<file path="src/rtl/video_pkg.sv">
// Shared video timing definitions: one-hot axis phase encoding, default
// 640x480 timing constants, colour-bar lookup and colour expansion helpers.
package video_pkg;

   localparam int CNT_W = 32'd11;

   localparam int DEF_H_SYNC = 32'd96;
   localparam int DEF_H_BP   = 32'd48;
   localparam int DEF_H_ACT  = 32'd640;
   localparam int DEF_H_FP   = 32'd16;
   localparam int DEF_V_SYNC = 32'd2;
   localparam int DEF_V_BP   = 32'd33;
   localparam int DEF_V_ACT  = 32'd480;
   localparam int DEF_V_FP   = 32'd10;

   typedef enum logic [3:0] {
      PH_SYNC       = 4'b0001,
      PH_BACKPORCH  = 4'b0010,
      PH_DISPLAY    = 4'b0100,
      PH_FRONTPORCH = 4'b1000
   } phase_t;

   // Bars left to right: white, yellow, cyan, green, magenta, red, blue, black.
   function automatic logic [23:0] barColour(input logic [2:0] idx);
      logic [23:0] rgb;
      case (idx)
         3'd0:    rgb = 24'hFFFFFF;
         3'd1:    rgb = 24'hFFFF00;
         3'd2:    rgb = 24'h00FFFF;
         3'd3:    rgb = 24'h00FF00;
         3'd4:    rgb = 24'hFF00FF;
         3'd5:    rgb = 24'hFF0000;
         3'd6:    rgb = 24'h0000FF;
         3'd7:    rgb = 24'h000000;
         default: rgb = 24'h000000;
      endcase
      return rgb;
   endfunction

   function automatic logic [7:0] expand4(input logic [3:0] c);
      return {c, c};
   endfunction

endpackage

</file>
<file path="src/rtl/video_axis_counter.sv">
// One timing axis: free-running position counter with SYNC/BACKPORCH/
// DISPLAY/FRONTPORCH phase decode and a wrap strobe for cascading.
module video_axis_counter
   import video_pkg::*;
#(
   parameter int SYNC = DEF_H_SYNC,
   parameter int BP   = DEF_H_BP,
   parameter int ACT  = DEF_H_ACT,
   parameter int FP   = DEF_H_FP
) (
   input  logic             clock,
   input  logic             reset,
   input  logic             enable,
   output logic [CNT_W-1:0] count,
   output phase_t           phase,
   output logic             wrap
);

   localparam logic [CNT_W-1:0] BP_START  = CNT_W'(SYNC);
   localparam logic [CNT_W-1:0] ACT_START = CNT_W'(SYNC + BP);
   localparam logic [CNT_W-1:0] FP_START  = CNT_W'(SYNC + BP + ACT);
   localparam logic [CNT_W-1:0] LAST      = CNT_W'(SYNC + BP + ACT + FP - 32'd1);

   logic [CNT_W-1:0] count_r;
   logic             atLast_s;

   assign atLast_s = (count_r == LAST);

   // position counter, wraps from LAST straight to 0
   always_ff @(posedge clock or posedge reset) begin
      if (reset) begin
         count_r <= {CNT_W{1'b0}};
      end else if (enable) begin
         if (atLast_s) begin
            count_r <= {CNT_W{1'b0}};
         end else begin
            count_r <= count_r + CNT_W'(1);
         end
      end
   end

   // phase decode from the count
   always_comb begin
      phase = PH_SYNC;
      if (count_r < BP_START) begin
         phase = PH_SYNC;
      end else if (count_r < ACT_START) begin
         phase = PH_BACKPORCH;
      end else if (count_r < FP_START) begin
         phase = PH_DISPLAY;
      end else begin
         phase = PH_FRONTPORCH;
      end
   end

   assign count = count_r;
   assign wrap  = enable & atLast_s;

endmodule

</file>
<file path="src/rtl/video_timing_gen.sv">
// Video timing generator with zoomed frame-buffer addressing and a 2-clock
// output pipeline. Optional colour bars: VIDEO_TIMING_GEN_TEST_PATTERN_EN.
module video_timing_gen
   import video_pkg::*;
#(
   parameter int   H_SYNC    = DEF_H_SYNC,
   parameter int   H_BP      = DEF_H_BP,
   parameter int   H_ACT     = DEF_H_ACT,
   parameter int   H_FP      = DEF_H_FP,
   parameter int   V_SYNC    = DEF_V_SYNC,
   parameter int   V_BP      = DEF_V_BP,
   parameter int   V_ACT     = DEF_V_ACT,
   parameter int   V_FP      = DEF_V_FP,
   parameter logic HS_POL    = 1'b0,
   parameter logic VS_POL    = 1'b0,
   parameter int   ZOOM_LOG2 = 32'd1,
   parameter int   BUF_AW    = 32'd17
) (
   input  logic              piul1Clock,
   input  logic              piul1Reset,
`ifdef VIDEO_TIMING_GEN_TEST_PATTERN_EN
   input  logic              piul1PatternSel,
`endif
   input  logic [11:0]       piul12RgbIn,
   output logic [BUF_AW-1:0] poulBufAddr,
   output logic              poul1HSync,
   output logic              poul1VSync,
   output logic              poul1Blank_n,
   output logic [7:0]        poul8Red,
   output logic [7:0]        poul8Green,
   output logic [7:0]        poul8Blue,
   output logic [10:0]       poul11PosX,
   output logic [10:0]       poul11PosY,
   output logic              poul1FrameStart,
   output logic              poul1LineStart
);

   localparam int               H_ACT_Z = H_ACT >> ZOOM_LOG2;
   localparam logic [CNT_W-1:0] H_ORG   = CNT_W'(H_SYNC + H_BP);
   localparam logic [CNT_W-1:0] V_ORG   = CNT_W'(V_SYNC + V_BP);

   logic [CNT_W-1:0] hCount_s, vCount_s, xPix_s, yPix_s;
   phase_t           hPhase_s, vPhase_s;
   logic             hWrap_s, active_s;
   logic [23:0]      rgbNext_s;

   logic             s1Active_r, s1HSync_r, s1VSync_r, s1Frame_r, s1Line_r;
   logic [CNT_W-1:0] s1X_r, s1Y_r;

   video_axis_counter #(.SYNC(H_SYNC), .BP(H_BP), .ACT(H_ACT), .FP(H_FP)) hAxis (
      .clock(piul1Clock), .reset(piul1Reset), .enable(1'b1),
      .count(hCount_s), .phase(hPhase_s), .wrap(hWrap_s)
   );

   // the vertical wrap coincides with the horizontal one, so it needs no consumer
   video_axis_counter #(.SYNC(V_SYNC), .BP(V_BP), .ACT(V_ACT), .FP(V_FP)) vAxis (
      .clock(piul1Clock), .reset(piul1Reset), .enable(hWrap_s),
      .count(vCount_s), .phase(vPhase_s), .wrap()
   );

   assign active_s = (hPhase_s == PH_DISPLAY) && (vPhase_s == PH_DISPLAY);

   // stage 0: active coordinates and frame-buffer address
   always_comb begin
      xPix_s      = {CNT_W{1'b0}};
      yPix_s      = {CNT_W{1'b0}};
      poulBufAddr = {BUF_AW{1'b0}};
      if (active_s) begin
         xPix_s      = hCount_s - H_ORG;
         yPix_s      = vCount_s - V_ORG;
         poulBufAddr = BUF_AW'(32'(yPix_s >> ZOOM_LOG2) * 32'(H_ACT_Z)
                               + 32'(xPix_s >> ZOOM_LOG2));
      end else begin
         poulBufAddr = {BUF_AW{1'b0}};
      end
   end

`ifdef VIDEO_TIMING_GEN_TEST_PATTERN_EN
   localparam int BAR_W = ((H_ACT / 32'd8) > 32'd0) ? (H_ACT / 32'd8) : 32'd1;
   logic [CNT_W-1:0] barDiv_s;
   logic [2:0]       s1Bar_r;

   assign barDiv_s = xPix_s / CNT_W'(BAR_W);

   // bar index travels with the pixel it belongs to
   always_ff @(posedge piul1Clock or posedge piul1Reset) begin
      if (piul1Reset) begin
         s1Bar_r <= 3'd0;
      end else begin
         s1Bar_r <= (barDiv_s > CNT_W'(7)) ? 3'd7 : barDiv_s[2:0];
      end
   end
`endif

   // stage 1: timing side-band, aligned with the returning read data
   always_ff @(posedge piul1Clock or posedge piul1Reset) begin
      if (piul1Reset) begin
         s1Active_r <= 1'b0;
         s1HSync_r  <= 1'b0;
         s1VSync_r  <= 1'b0;
         s1Frame_r  <= 1'b0;
         s1Line_r   <= 1'b0;
         s1X_r      <= {CNT_W{1'b0}};
         s1Y_r      <= {CNT_W{1'b0}};
      end else begin
         s1Active_r <= active_s;
         s1HSync_r  <= (hPhase_s == PH_SYNC);
         s1VSync_r  <= (vPhase_s == PH_SYNC);
         s1Frame_r  <= active_s && (xPix_s == {CNT_W{1'b0}}) && (yPix_s == {CNT_W{1'b0}});
         s1Line_r   <= active_s && (xPix_s == {CNT_W{1'b0}});
         s1X_r      <= xPix_s;
         s1Y_r      <= yPix_s;
      end
   end

   // colour source: blanked, bar pattern or replicated RGB444
   always_comb begin
      rgbNext_s = 24'h000000;
      if (s1Active_r) begin
`ifdef VIDEO_TIMING_GEN_TEST_PATTERN_EN
         if (piul1PatternSel) begin
            rgbNext_s = barColour(s1Bar_r);
         end else begin
            rgbNext_s = {expand4(piul12RgbIn[11:8]), expand4(piul12RgbIn[7:4]),
                         expand4(piul12RgbIn[3:0])};
         end
`else
         rgbNext_s = {expand4(piul12RgbIn[11:8]), expand4(piul12RgbIn[7:4]),
                      expand4(piul12RgbIn[3:0])};
`endif
      end else begin
         rgbNext_s = 24'h000000;
      end
   end

   // output register stage
   always_ff @(posedge piul1Clock or posedge piul1Reset) begin
      if (piul1Reset) begin
         poul1HSync      <= ~HS_POL;
         poul1VSync      <= ~VS_POL;
         poul1Blank_n    <= 1'b0;
         poul8Red        <= 8'h00;
         poul8Green      <= 8'h00;
         poul8Blue       <= 8'h00;
         poul11PosX      <= 11'd0;
         poul11PosY      <= 11'd0;
         poul1FrameStart <= 1'b0;
         poul1LineStart  <= 1'b0;
      end else begin
         poul1HSync      <= s1HSync_r ? HS_POL : ~HS_POL;
         poul1VSync      <= s1VSync_r ? VS_POL : ~VS_POL;
         poul1Blank_n    <= s1Active_r;
         poul8Red        <= rgbNext_s[23:16];
         poul8Green      <= rgbNext_s[15:8];
         poul8Blue       <= rgbNext_s[7:0];
         poul11PosX      <= s1X_r;
         poul11PosY      <= s1Y_r;
         poul1FrameStart <= s1Frame_r;
         poul1LineStart  <= s1Line_r;
      end
   end

endmodule

</file>
<file path="config.mk">
export PLATFORM = sky130hd
export DESIGN_NAME = video_timing_gen
export DESIGN_NICKNAME = d
export VERILOG_FILES = /design/src/rtl/video_pkg.sv /design/src/rtl/video_axis_counter.sv /design/src/rtl/video_timing_gen.sv
export SDC_FILE = /design/constraint.sdc
export NUM_CORES = 1
export LEC_CHECK = 0
export ABC_CLOCK_PERIOD_IN_PS = 4600
export BUFFER_PORTS_ARGS = -buffer_cell sky130_fd_sc_hd__buf_2
export CORE_UTILIZATION = 36
export CTS_CLUSTER_DIAMETER = 150
export DETAILED_ROUTE_END_ITERATION = 8
export GPL_TIMING_DRIVEN = 1
export PLACE_DENSITY_LB_ADDON = 0.25
export SYNTH_ARGS = -nofsm -noshare
export SYNTH_HDL_FRONTEND = slang
export SYNTH_SLANG_ARGS = --single-unit
</file>
<file path="constraint.sdc">
create_clock -name piul1Clock -period 4.6 [get_ports piul1Clock]
set_input_delay 0.92 -clock piul1Clock [delete_from_list [all_inputs] [get_ports piul1Clock]]
set_output_delay 0.92 -clock piul1Clock [all_outputs]
set_load 0.01 [all_outputs]
</file>
==> metrics.md, run 1 <==
| Metric | Value |
|---|---|
| Status | `complete, but fails checks` |
| Failing checks | `design-rule violations, negative setup slack` |
| FF+latch count, synth | `88` |
| Clock share of power | `0.486` |
| Combinational share of power | `0.013` |
| Syn Area/Cell | `10.7 µm²` |
| Total Wirelength | `9.35 mm` |
| Drt wl/cell | `14.1 µm` |
| Most used cell, CP | `buf_4` |
| Placement Cell Area | `4920 µm²` |
| DIE AREA | `12,600 µm²` |
| Total GRT Usage | `0.157` |
| WHS Path Cells | `0` |
| Layout cells sized above 1 | `0.400` |
| Synthesized instance count | `407` |
| Unique masters post-synth | `57` |
| Max-slew violation count | `0` |
| Reg2Reg Depth | `8` |
| Rows | `39` |
| CP bufs+invs | `5` |
| CP top delay family | `compound AO/OA/AOI/OAI gates` |
| # setup viols final | `2` |
| Worst endpoint required time | `3680 ps` |
| Critical-path top delay cell | `dfrtp_2` |
| Clock transition at path regs | `70 ps` |
| Crit Path Max Fanout | `6` |
| Fill count | `1,069` |
| WHS Endpoint | `poul11PosY[2]` |
| Worst-Skew Late Latency | `340 ps` |
| Crit Path Class | `reg -> out` |
| Power density over cell area | `272 nW/µm²` |
| First-pass GRT wire length | `15.5 mm` |
| CTS H-Tree Depth | `3` |
| Sequential area share after synthesis | `0.505` |
| Residual DRC | `13` |
| Flop pwr share | `0.500` |
| CTS Buf Count | `9` |
| Synth-to-Final Area Change | `30.1%` |
| Fmax | `215 MHz` |
| Vias in the first global route | `3,183` |
| Slew @ Worst Pin | `989 ps` |
| Period utilization | `1.01` |
| Via density per instance | `4.78` |
| GRT busiest layer | `met2` |
| Yosys top cell by area | `dfrtp_1` |
| Post-synth ARST share | `1.00` |
| Final hold vios | `0` |
| Antenna violations before repair | `0` |
| Relative slew margins | `0.340` |
| Post-synth EDFFs | `0` |
| Drt pass-1 iters | `6` |
| Fin area | `5680 µm²` |
| Clk sinks | `88` |
| I/O pin count | `82` |
| Min-Delay Path Class | `reg -> reg` |
| Tot Pwr | `1.55 mW` |
| FF-to-FF Start | `hAxis.count[0]` |
| CP Data Arrival Time | `3720 ps` |
| Initial core utilization | `0.376` |
| Layout Nets | `552` |
| Dominant synthesized flop cell | `dfrtp_1` |
| Cell Area, Synth | `4370 µm²` |
| Core area | `11,600 µm²` |
| Clk Tree Root Cell | `clkbuf_16` |
| Post-CTS Hold Fix Bufs | `0` |
| Leading cell types in the layout, fill and taps excluded | `84 x dfrtp_1, 81 x buf_2, 48 x buf_4` |
| Met1 Resource Use GR | `0.200` |
| CP startpoint kind | `flop` |
| Chip width | `112 µm` |
| Final Skew | `5.70 ps` |
| CTS Buffer Depth | `2` |
| Final GP Congestion | `0.834` |
| CTS tree | `done` |
| Global routing usage on met2 | `0.260` |
| Internal Dissipation | `1.21 mW` |
| CP max stage delay | `450 ps` |
| Synth top area cells | `dfrtp_1 49%, ha_1 6.6%, xnor2_1 4.6%` |
| R2r setup slk | `1930 ps` |
| Commonest non-fill, non-tap cell in the layout | `dfrtp_1` |
| VDD IR-drop max | `0.000163 V` |
| Yosys top cell area share | `0.493` |
| Hold Crit Start | `s1Y_r[2]` |
| Worst reg2reg path endpoint | `vAxis.count[5]` |
| Min Tclk post-route | `4640 ps` |
| Sw power | `0.337 mW` |
| Synth Warn # | `0` |
| Crit-path cells | `ha_4 > o41ai_4 > buf_4 > nand2_4 > nor3b_2 > a21oi_2 > xnor2_1 > ha_1 > inv_2 > and3_4 > a211o_1 > a311oi_2 > buf_4 > buf_4 > xor2_1 > nor2_1 > buf_2` |
| Die height | `112 µm` |
| Syn Nets | `446` |
| Setup ws final | `-43.0 ps` |
| MaxCap Viol Count | `0` |
| RSZ-0062 raised after global routing | `yes` |
| Diodes inserted | `0` |
| Cell leakage power | `2.95 nW` |
| CP endpoint kind | `primary output` |
| Remaining Overflow, GRT | `0` |
| DP Wirelength | `6.23 mm` |
| IO Port Bufs | `81` |
| Final ANT Viol Nets | `0` |
| M3 GR Usage | `0.0308` |
| Largest net degree at the start of global routing | `61` |
| Switching Fraction | `0.218` |
| Routed vias | `3,160` |
| First-iteration detailed-routing DRC count | `154` |
-- layout make-up --
cell class | count | area [µm²] | area share
Clock buffer | 9 | 225 | 0.0396
Sequential cell | 88 | 2210 | 0.388
Multi-Input combinational cell | 260 | 2090 | 0.368
Timing Repair Buffer | 134 | 822 | 0.145
Clock inverter | 7 | 85.1 | 0.0150
Tap cell | 143 | 179 | 0.0315
Inverter | 20 | 76.3 | 0.0134
-- kinds of logic (layout without fill, tap and decap cells) --
logic type	Yosys count	after routing	share of synthesized area
muxes	2	2	0.00458
DFF	88	88	0.505
AOI/OAI and AO/OA	42	42	0.0705
xor gates and xnor gates	39	39	0.0814
buffers and inverters	59	170	0.0739
other	1	1	0.000859
adders and majority gates	25	25	0.0751
and+or+nand+nor	151	151	0.189
-- power groups by stage --
stage	Combinational (mW)	Sequential, mW	Clock, mW
detailed placement	0.0223	0.789	0
CTS	0.0224	0.774	0.776
global placement	0.0220	0.789	0
floorplan	0.0113	0.790	0
global route	0.0251	0.774	0.811
finish	0.0208	0.775	0.753
-- sequential cells by signal, indices dropped and copies added (netlist names) --
register and count:
hAxis.count 11, poul11PosX 11, poul11PosY 11, s1X_r 11, s1Y_r 11, vAxis.count 11
poul8Blue 4, poul8Green 4, poul8Red 4, poul1Blank_n 1, poul1FrameStart 1, poul1HSync 1
poul1LineStart 1, poul1VSync 1, s1Active_r 1, s1Frame_r 1, s1HSync_r 1, s1Line_r 1
s1VSync_r 1
-- routing by layer --
metal	part of all wire	vias to the layer above
met1	0.45	1507
met5	0	-
met4	0.020	0
li1	-	1544
met2	0.48	96
met3	0.055	13
-- stage by stage --
step                hold WS (ps)  setup TNS (ps)   util  std cells  worst slack (ps)
finish                       350           -53.2  0.489        661             -43.0
detailed placement           336           -24.0  0.424        621             -24.0
global placement             332               0  0.424        621              42.0
global route                 354            -610  0.489        661              -233
CTS                          351          -0.151  0.476        657            -0.151
floorplan                    331               0      -        407               170
-- Yosys cell counts (2+ instances only) --
cell      instances
mux2i_1           2
xnor2_1          23
xor2_1           15
o22ai_1           2
nand3_1          13
nand4_1           4
and2_1           18
or3_1             4
clkbuf_1         10
ha_1             23
buf_2             4
o21ai_0          10
and3_1            4
inv_1            20
a211oi_1          2
nor3_1           11
clkbuf_2          2
nor4_1            6
nand2b_1          5
o21a_1            2
buf_6             3
fa_1              2
a31oi_1           3
nor3b_1           3
nor2b_1          11
nor2_1           44
buf_4            18
dfrtp_1          86
nand2_1          17
a21oi_1          10
a21o_1            2
nor4_2            2
dfstp_2           2
-- worst max-delay path by stage --
stage	from	end	slack, ps	cells past startpoint
2_1_floorplan	vAxis.count[0]	poulBufAddr[16]	170	12
3_3_place_gp	vAxis.count[0]	poulBufAddr[16]	40	13
3_5_place_dp	vAxis.count[0]	poulBufAddr[16]	-20	13
4_1_cts	vAxis.count[1]	poulBufAddr[15]	-0.2	16
5_1_grt	vAxis.count[0]	poulBufAddr[15]	-230	17
6_report	vAxis.count[0]	poulBufAddr[15]	-40	17
-- timing repair --
action | CTS | global route
resized for setup | 31 | 25
buffers inserted | 20 | 7
endpoints found under the setup margin | 4 | 4
pin swaps | 26 | 26
(Power assumes the default switching activity.)
==> run 2: changes to the inputs <==
- ABC_CLOCK_PERIOD_IN_PS: 4600 -> 5400
- clock period: 4.6 -> 5.4 ns (I/O delays scaled with it)
==> run 2 against run 1 <==
The flow finishes with violations (design-rule violations); utilization decreased by 4.7 points; setup slack improved by 310 ps; sequential share of layout area increased by 4.2 points; sequential power decreased by 15%; clock power decreased by 10%.
==> metrics.md, run 2 (synthesis gave the netlist of run 1 again) <==
| Metric | Value |
|---|---|
| Status | `complete, but fails checks` |
| Failing checks | `design-rule violations` |
| Worst endpoint required time | `4320 ps (+640 ps)` |
| CP endpoint kind | `primary output` |
| Post-CTS Hold Fix Bufs | `0 (unchanged)` |
| # setup viols final | `0 (-2)` |
| CTS tree | `done` |
| Via density per instance | `4.83 (+0.96%)` |
| CP Data Arrival Time | `4050 ps (+330 ps)` |
| Initial core utilization | `0.376 (unchanged)` |
| Slew @ Worst Pin | `912 ps (-77.2 ps)` |
| Min Tclk post-route | `5130 ps` |
| Core area | `11,600 µm² (unchanged)` |
| Rows | `39 (unchanged)` |
| CTS H-Tree Depth | `3 (unchanged)` |
| Relative slew margins | `0.391 (+0.0515)` |
| Clk Tree Root Cell | `clkbuf_16` |
| Placement Cell Area | `4740 µm² (-3.7%)` |
| Antenna violations before repair | `0 (unchanged)` |
| Crit Path Max Fanout | `9 (+3)` |
| Commonest non-fill, non-tap cell in the layout | `dfrtp_1` |
| Routed vias | `2,973 (-5.9%)` |
| Diodes inserted | `0 (unchanged)` |
| CP top delay family | `compound AO/OA/AOI/OAI gates` |
| Final Skew | `3.05 ps (-2.65 ps)` |
| Crit Path Class | `reg -> out` |
| Layout Nets | `507 (-8.2%)` |
| Chip width | `112 µm (unchanged)` |
| Drt pass-1 iters | `6 (unchanged)` |
| Power density over cell area | `263 nW/µm² (-3.3%)` |
| Vias in the first global route | `2,934 (-7.8%)` |
| IO Port Bufs | `81 (unchanged)` |
| Remaining Overflow, GRT | `0 (unchanged)` |
| CTS Buf Count | `9 (unchanged)` |
| I/O pin count | `82 (unchanged)` |
| CP startpoint kind | `flop` |
| DP Wirelength | `6.09 mm (-2.2%)` |
| Min-Delay Path Class | `reg -> reg` |
| Period utilization | `0.950` |
| Final hold vios | `0 (unchanged)` |
| Total GRT Usage | `0.145 (-0.0123)` |
| Max-slew violation count | `0 (unchanged)` |
| Fmax | `195 MHz` |
| Fill count | `1,107 (+3.6%)` |
| Leading cell types in the layout, fill and taps excluded | `83 x dfrtp_1, 81 x buf_2, 44 x nor2_1` |
| Crit-path cells | `a2111oi_4 > buf_4 > nor2b_2 > nor2_1 > xor2_2 > ha_1 > ha_1 > o21ai_0 > o21ai_0 > a211oi_2 > nand4_1 > nor3_2 > xnor3_1 > and2_1 > buf_2` |
| Final GP Congestion | `0.848 (+1.6%)` |
| Largest net degree at the start of global routing | `55 (-9.8%)` |
| CTS Buffer Depth | `2 (unchanged)` |
| Finished Core Util | `0.442 (-0.0474)` |
| DIE AREA | `12,600 µm² (unchanged)` |
| Final ANT Viol Nets | `0 (unchanged)` |
| TNS Setup | `0 ps (+53.2 ps)` |
| First-pass GRT wire length | `14.5 mm (-6.5%)` |
| Synth-to-Final Area Change | `17.5%` |
| Total Wirelength | `8.50 mm (-9.1%)` |
| Clock transition at path regs | `60 ps (about the same)` |
| MaxCap Viol Count | `0 (unchanged)` |
| Critical-path top delay cell | `dfrtp_2` |
| Fin cells | `616 (-6.8%)` |
| First-iteration detailed-routing DRC count | `215 (+40%)` |
| Worst-Skew Late Latency | `330 ps (about the same)` |
| Layout cells sized above 1 | `0.275 (-0.125)` |
| Clk sinks | `88 (unchanged)` |
| Cell leakage power | `2.70 nW (-8.5%)` |
| Residual DRC | `13 (unchanged)` |
| Fin area | `5130 µm² (-9.7%)` |
| CP bufs+invs | `2 (-3)` |
| CP max stage delay | `470 ps (+20 ps)` |
| VDD IR-drop max | `0.000135 V (-17%)` |
| Drt wl/cell | `13.8 µm (-2.4%)` |
| Die height | `112 µm (unchanged)` |
| Cells after DPL | `597 (-3.9%)` |
run 2: cell type report:
type                       count  area [µm²]  area share
sequential                    88        2210       0.430
multi-input combinational    260        1870       0.365
timing repair buffer          89         465      0.0907
clock buffer                  12         256      0.0500
tap                          143         179      0.0349
inverter                      20        76.3      0.0149
clock inverter                 4        73.8      0.0144
run 2: worst paths after layout:
| path | start | endpoint | slack (ps) | cells after the start |
|---|---|---|---|---|
| max | vAxis.count[0] | poulBufAddr[16] | 270 | 15 |
| min | s1X_r[4] | poul11PosX[4] | 340 | 0 |
| max reg2reg | hAxis.count[0] | vAxis.count[5] | 2720 | 8 |
| min reg2reg | s1X_r[4] | poul11PosX[4] | 340 | 0 |
| max in group asynchronous | piul1Reset | hAxis.count[5] | 3530 | 3 |
| min in group asynchronous | piul1Reset | poul11PosY[9] | 920 | 2 |
run 2: routing by layer:
metal | global-route usage | vias up | routed length (µm)
li1 | - | 1456 | -
met1 | 0.197 | 1406 | 3990
met5 | 0 | - | 0
met3 | 0.0308 | 6 | 540
met2 | 0.222 | 105 | 3860
met4 | 0.0649 | 0 | 108
run 2: report_power, final:
group / internal, mW / switching, mW
clock: 0.431 / 0.242
combinational: 0.00403 / 0.0136
sequential: 0.660 / 0.000131
run 2: what timing repair did:
| action | CTS | global route |
|---|---|---|
| cloned | 0 | 0 |
| setup endpoints to repair | 1 | 1 |
| hold endpoints to repair | 0 | 0 |
| gates resized for setup | 1 | 8 |
| pin swaps | 0 | 4 |
| buffers inserted | 0 | 3 |
run 2: metrics by stage:
stage / setup slack (ps) / power, mW / hold WS, ps
after floorplan: 810 / 0.682 / 331
after global placement: 419 / 0.691 / 331
after detailed placement: 322 / 0.691 / 335
after CTS: 4.35 / 1.37 / 348
after global routing: -5.79 / 1.41 / 354
final: 269 / 1.35 / 345
==> run 3: changes to the inputs <==
- PLACE_DENSITY: unset -> 0.57
- PLACE_DENSITY_LB_ADDON: 0.25 -> unset
==> run 3 against run 2 <==
The run still ends with design-rule violations left; sequential power is essentially flat; via count grew 0.13%; clock power shrank 13%; largest power group is now registers; power shrank 6.4%; first-iteration DRC count shrank 23%; largest cell class unchanged; hold slack gained 1.7 ps.
==> metrics.md, run 3 (synthesis gave the netlist of run 1 again) <==
| Metric | Value |
|---|---|
| Final Skew | `6.09 ps (+3.04 ps)` |
| Layout Nets | `509 (+0.39%)` |
| Cell leakage power | `2.70 nW (-0.15%)` |
| VDD IR-drop max | `0.000131 V (-3.1%)` |
| CP endpoint kind | `primary output` |
| I/O pin count | `82 (unchanged)` |
| Antenna violations before repair | `0 (unchanged)` |
| Core area | `11,600 µm² (unchanged)` |
| Final GP Congestion | `0.862 (+1.6%)` |
| CP startpoint kind | `flop` |
| DP Wirelength | `6.17 mm (+1.3%)` |
| Largest net degree at the start of global routing | `53 (-3.6%)` |
| Relative slew margins | `0.525 (+0.134)` |
| Routed vias | `2,977 (+0.13%)` |
| Clock transition at path regs | `60 ps (about the same)` |
| CP bufs+invs | `3 (+1)` |
| CTS Buffer Depth | `2 (unchanged)` |
| # setup viols final | `0 (unchanged)` |
| Failing checks | `design-rule violations` |
| Diodes inserted | `0 (unchanged)` |
| R2r setup slk | `2720 ps (about the same)` |
| DIE AREA | `12,600 µm² (unchanged)` |
| Final hold vios | `0 (unchanged)` |
| Remaining Overflow, GRT | `0 (unchanged)` |
| Crit Path Max Fanout | `7 (-2)` |
| Power density over cell area | `247 nW/µm² (-6.3%)` |
| Finished Core Util | `0.441 (-0.000646)` |
| Fmax | `195 MHz (+0.27%)` |
| CTS tree | `done` |
| RSZ-0062 raised after global routing | `no` |
| IO Port Bufs | `81 (unchanged)` |
| Clk sinks | `88 (unchanged)` |
| CTS H-Tree Depth | `3 (unchanged)` |
| Initial core utilization | `0.376 (unchanged)` |
| Slew @ Worst Pin | `711 ps (-202 ps)` |
| Total Wirelength | `8.59 mm (+1.1%)` |
| Crit-path cells | `a2111oi_4 > xor2_1 > inv_1 > ha_1 > inv_1 > fa_1 > nand2b_1 > a21oi_1 > xor2_1 > nand4_1 > nor3_2 > xnor3_1 > and2_1 > buf_2` |
| Status | `complete, but fails checks` |
| Total GRT Usage | `0.143 (-0.00114)` |
| FF-to-FF Start | `hAxis.count[0]` |
| CP top delay family | `XOR/XNOR gates` |
| Residual DRC | `13 (unchanged)` |
| Commonest non-fill, non-tap cell in the layout | `dfrtp_1` |
| Rows | `39 (unchanged)` |
| CP max stage delay | `480 ps (about the same)` |
| First-iteration detailed-routing DRC count | `166 (-23%)` |
| Leading cell types in the layout, fill and taps excluded | `82 x dfrtp_1, 81 x buf_2, 44 x nor2_1` |
| Max-slew violation count | `0 (unchanged)` |
| Final ANT Viol Nets | `0 (unchanged)` |
| Clk Tree Root Cell | `clkbuf_16` |
| Synth-to-Final Area Change | `17.4%` |
| CTS Buf Count | `9 (unchanged)` |
| Worst-Skew Late Latency | `330 ps (about the same)` |
| Vias in the first global route | `2,898 (-1.2%)` |
| Via density per instance | `4.82 (-0.19%)` |
| Layout cells sized above 1 | `0.284 (+0.00937)` |
| Critical-path top delay cell | `dfrtp_2` |
| Drt pass-1 iters | `8 (+2)` |
| Crit Path Class | `reg -> out` |
| CP Data Arrival Time | `4040 ps (about the same)` |
| Worst reg2reg path endpoint | `vAxis.count[5]` |
| Min Tclk post-route | `5120 ps (-13.7 ps)` |
| WHS Endpoint | `poul11PosX[4]` |
| First-pass GRT wire length | `14.3 mm (-1.3%)` |
| Min-Delay Path Class | `reg -> reg` |
| TNS Setup | `0 ps (unchanged)` |
| Worst endpoint required time | `4320 ps (about the same)` |
| Hold Crit Start | `s1X_r[4]` |
| WHS Path Cells | `0 (unchanged)` |
| Die height | `112 µm (unchanged)` |
| MaxCap Viol Count | `0 (unchanged)` |
| Reg2Reg Depth | `8 (unchanged)` |
| Drt wl/cell | `13.9 µm (+0.74%)` |
| Period utilization | `0.948 (-0.00254)` |
| Chip width | `112 µm (unchanged)` |
[run 3: cell count changes in the layout (fill, tap and decap cells not counted), sizes merged]
cell and delta:
clkinv +2, bufinv -2, buf +2, clkinvlp +1, clkbuf -1
[run 3: layout make-up]
cell class              instances  area (µm²)
clock buffers                  11         253
clock inverters                 5        38.8
fillers                      1137        6490
inverters                      20        76.3
multi-input cells             260        1890
flip-flops and latches         88        2210
well taps                     143         179
repair buffers                 91         480
[run 3: worst max-delay path by stage]
stage,startpoint,endpoint,cells after the start
final,vAxis.count[0],poulBufAddr[16],14
after global routing,vAxis.count[0],poulBufAddr[16],14
after CTS,vAxis.count[0],poulBufAddr[16],16
after detailed placement,vAxis.count[0],poulBufAddr[16],13
after global placement,vAxis.count[0],poulBufAddr[16],13
after floorplan,vAxis.count[0],poulBufAddr[16],12
[run 3: through the flow]
stage          hold WS, ps  setup slack, ps  power [mW]  instance area (µm²)  std cells
5_1_grt                348             30.1        1.32                 5130        618
3_5_place_dp           335              318       0.691                 4740        597
4_1_cts                347             53.9        1.29                 5040        613
6_report               347              282        1.26                 5130        618
3_3_place_gp           332              409       0.691                 4740        597
2_1_floorplan          331              810       0.682                 4370        407
[run 3: per-layer routing]
layer / GRT usage / vias up / part of all wire
met5: 0 / - / 0
met4: 0.0560 / 0 / 0.015
met3: 0.0340 / 10 / 0.066
met2: 0.218 / 98 / 0.44
met1: 0.198 / 1413 / 0.48
li1: - / 1456 / -
[run 3: what timing repair did]
action,in CTS,in global routing
pin swaps,0,7
hold buffers,0,0
gates resized for setup,2,10
setup buffers,0,5
endpoints found under the setup margin,1,1
endpoints found under the hold margin,0,0
[run 3: report_power, final]
part | internal [mW] | leakage (nW) | switching (mW) | total [mW]
combinational | 0.00402 | 1.37 | 0.0135 | 0.0175
clock | 0.339 | 0.142 | 0.248 | 0.587
sequential | 0.660 | 1.19 | 0.000152 | 0.660
total | 1.00 | 2.70 | 0.262 | 1.26
[run 3: worst register-to-register path, cell delays in order (launching register included)]
cell     delay [ps]
dfrtp_1         390
ha_1            230
nand3_1         130
or4b_4          570
nor3_4          620
nand3_1         160
nor2_1          220
nand2_1         100
xnor2_1         140
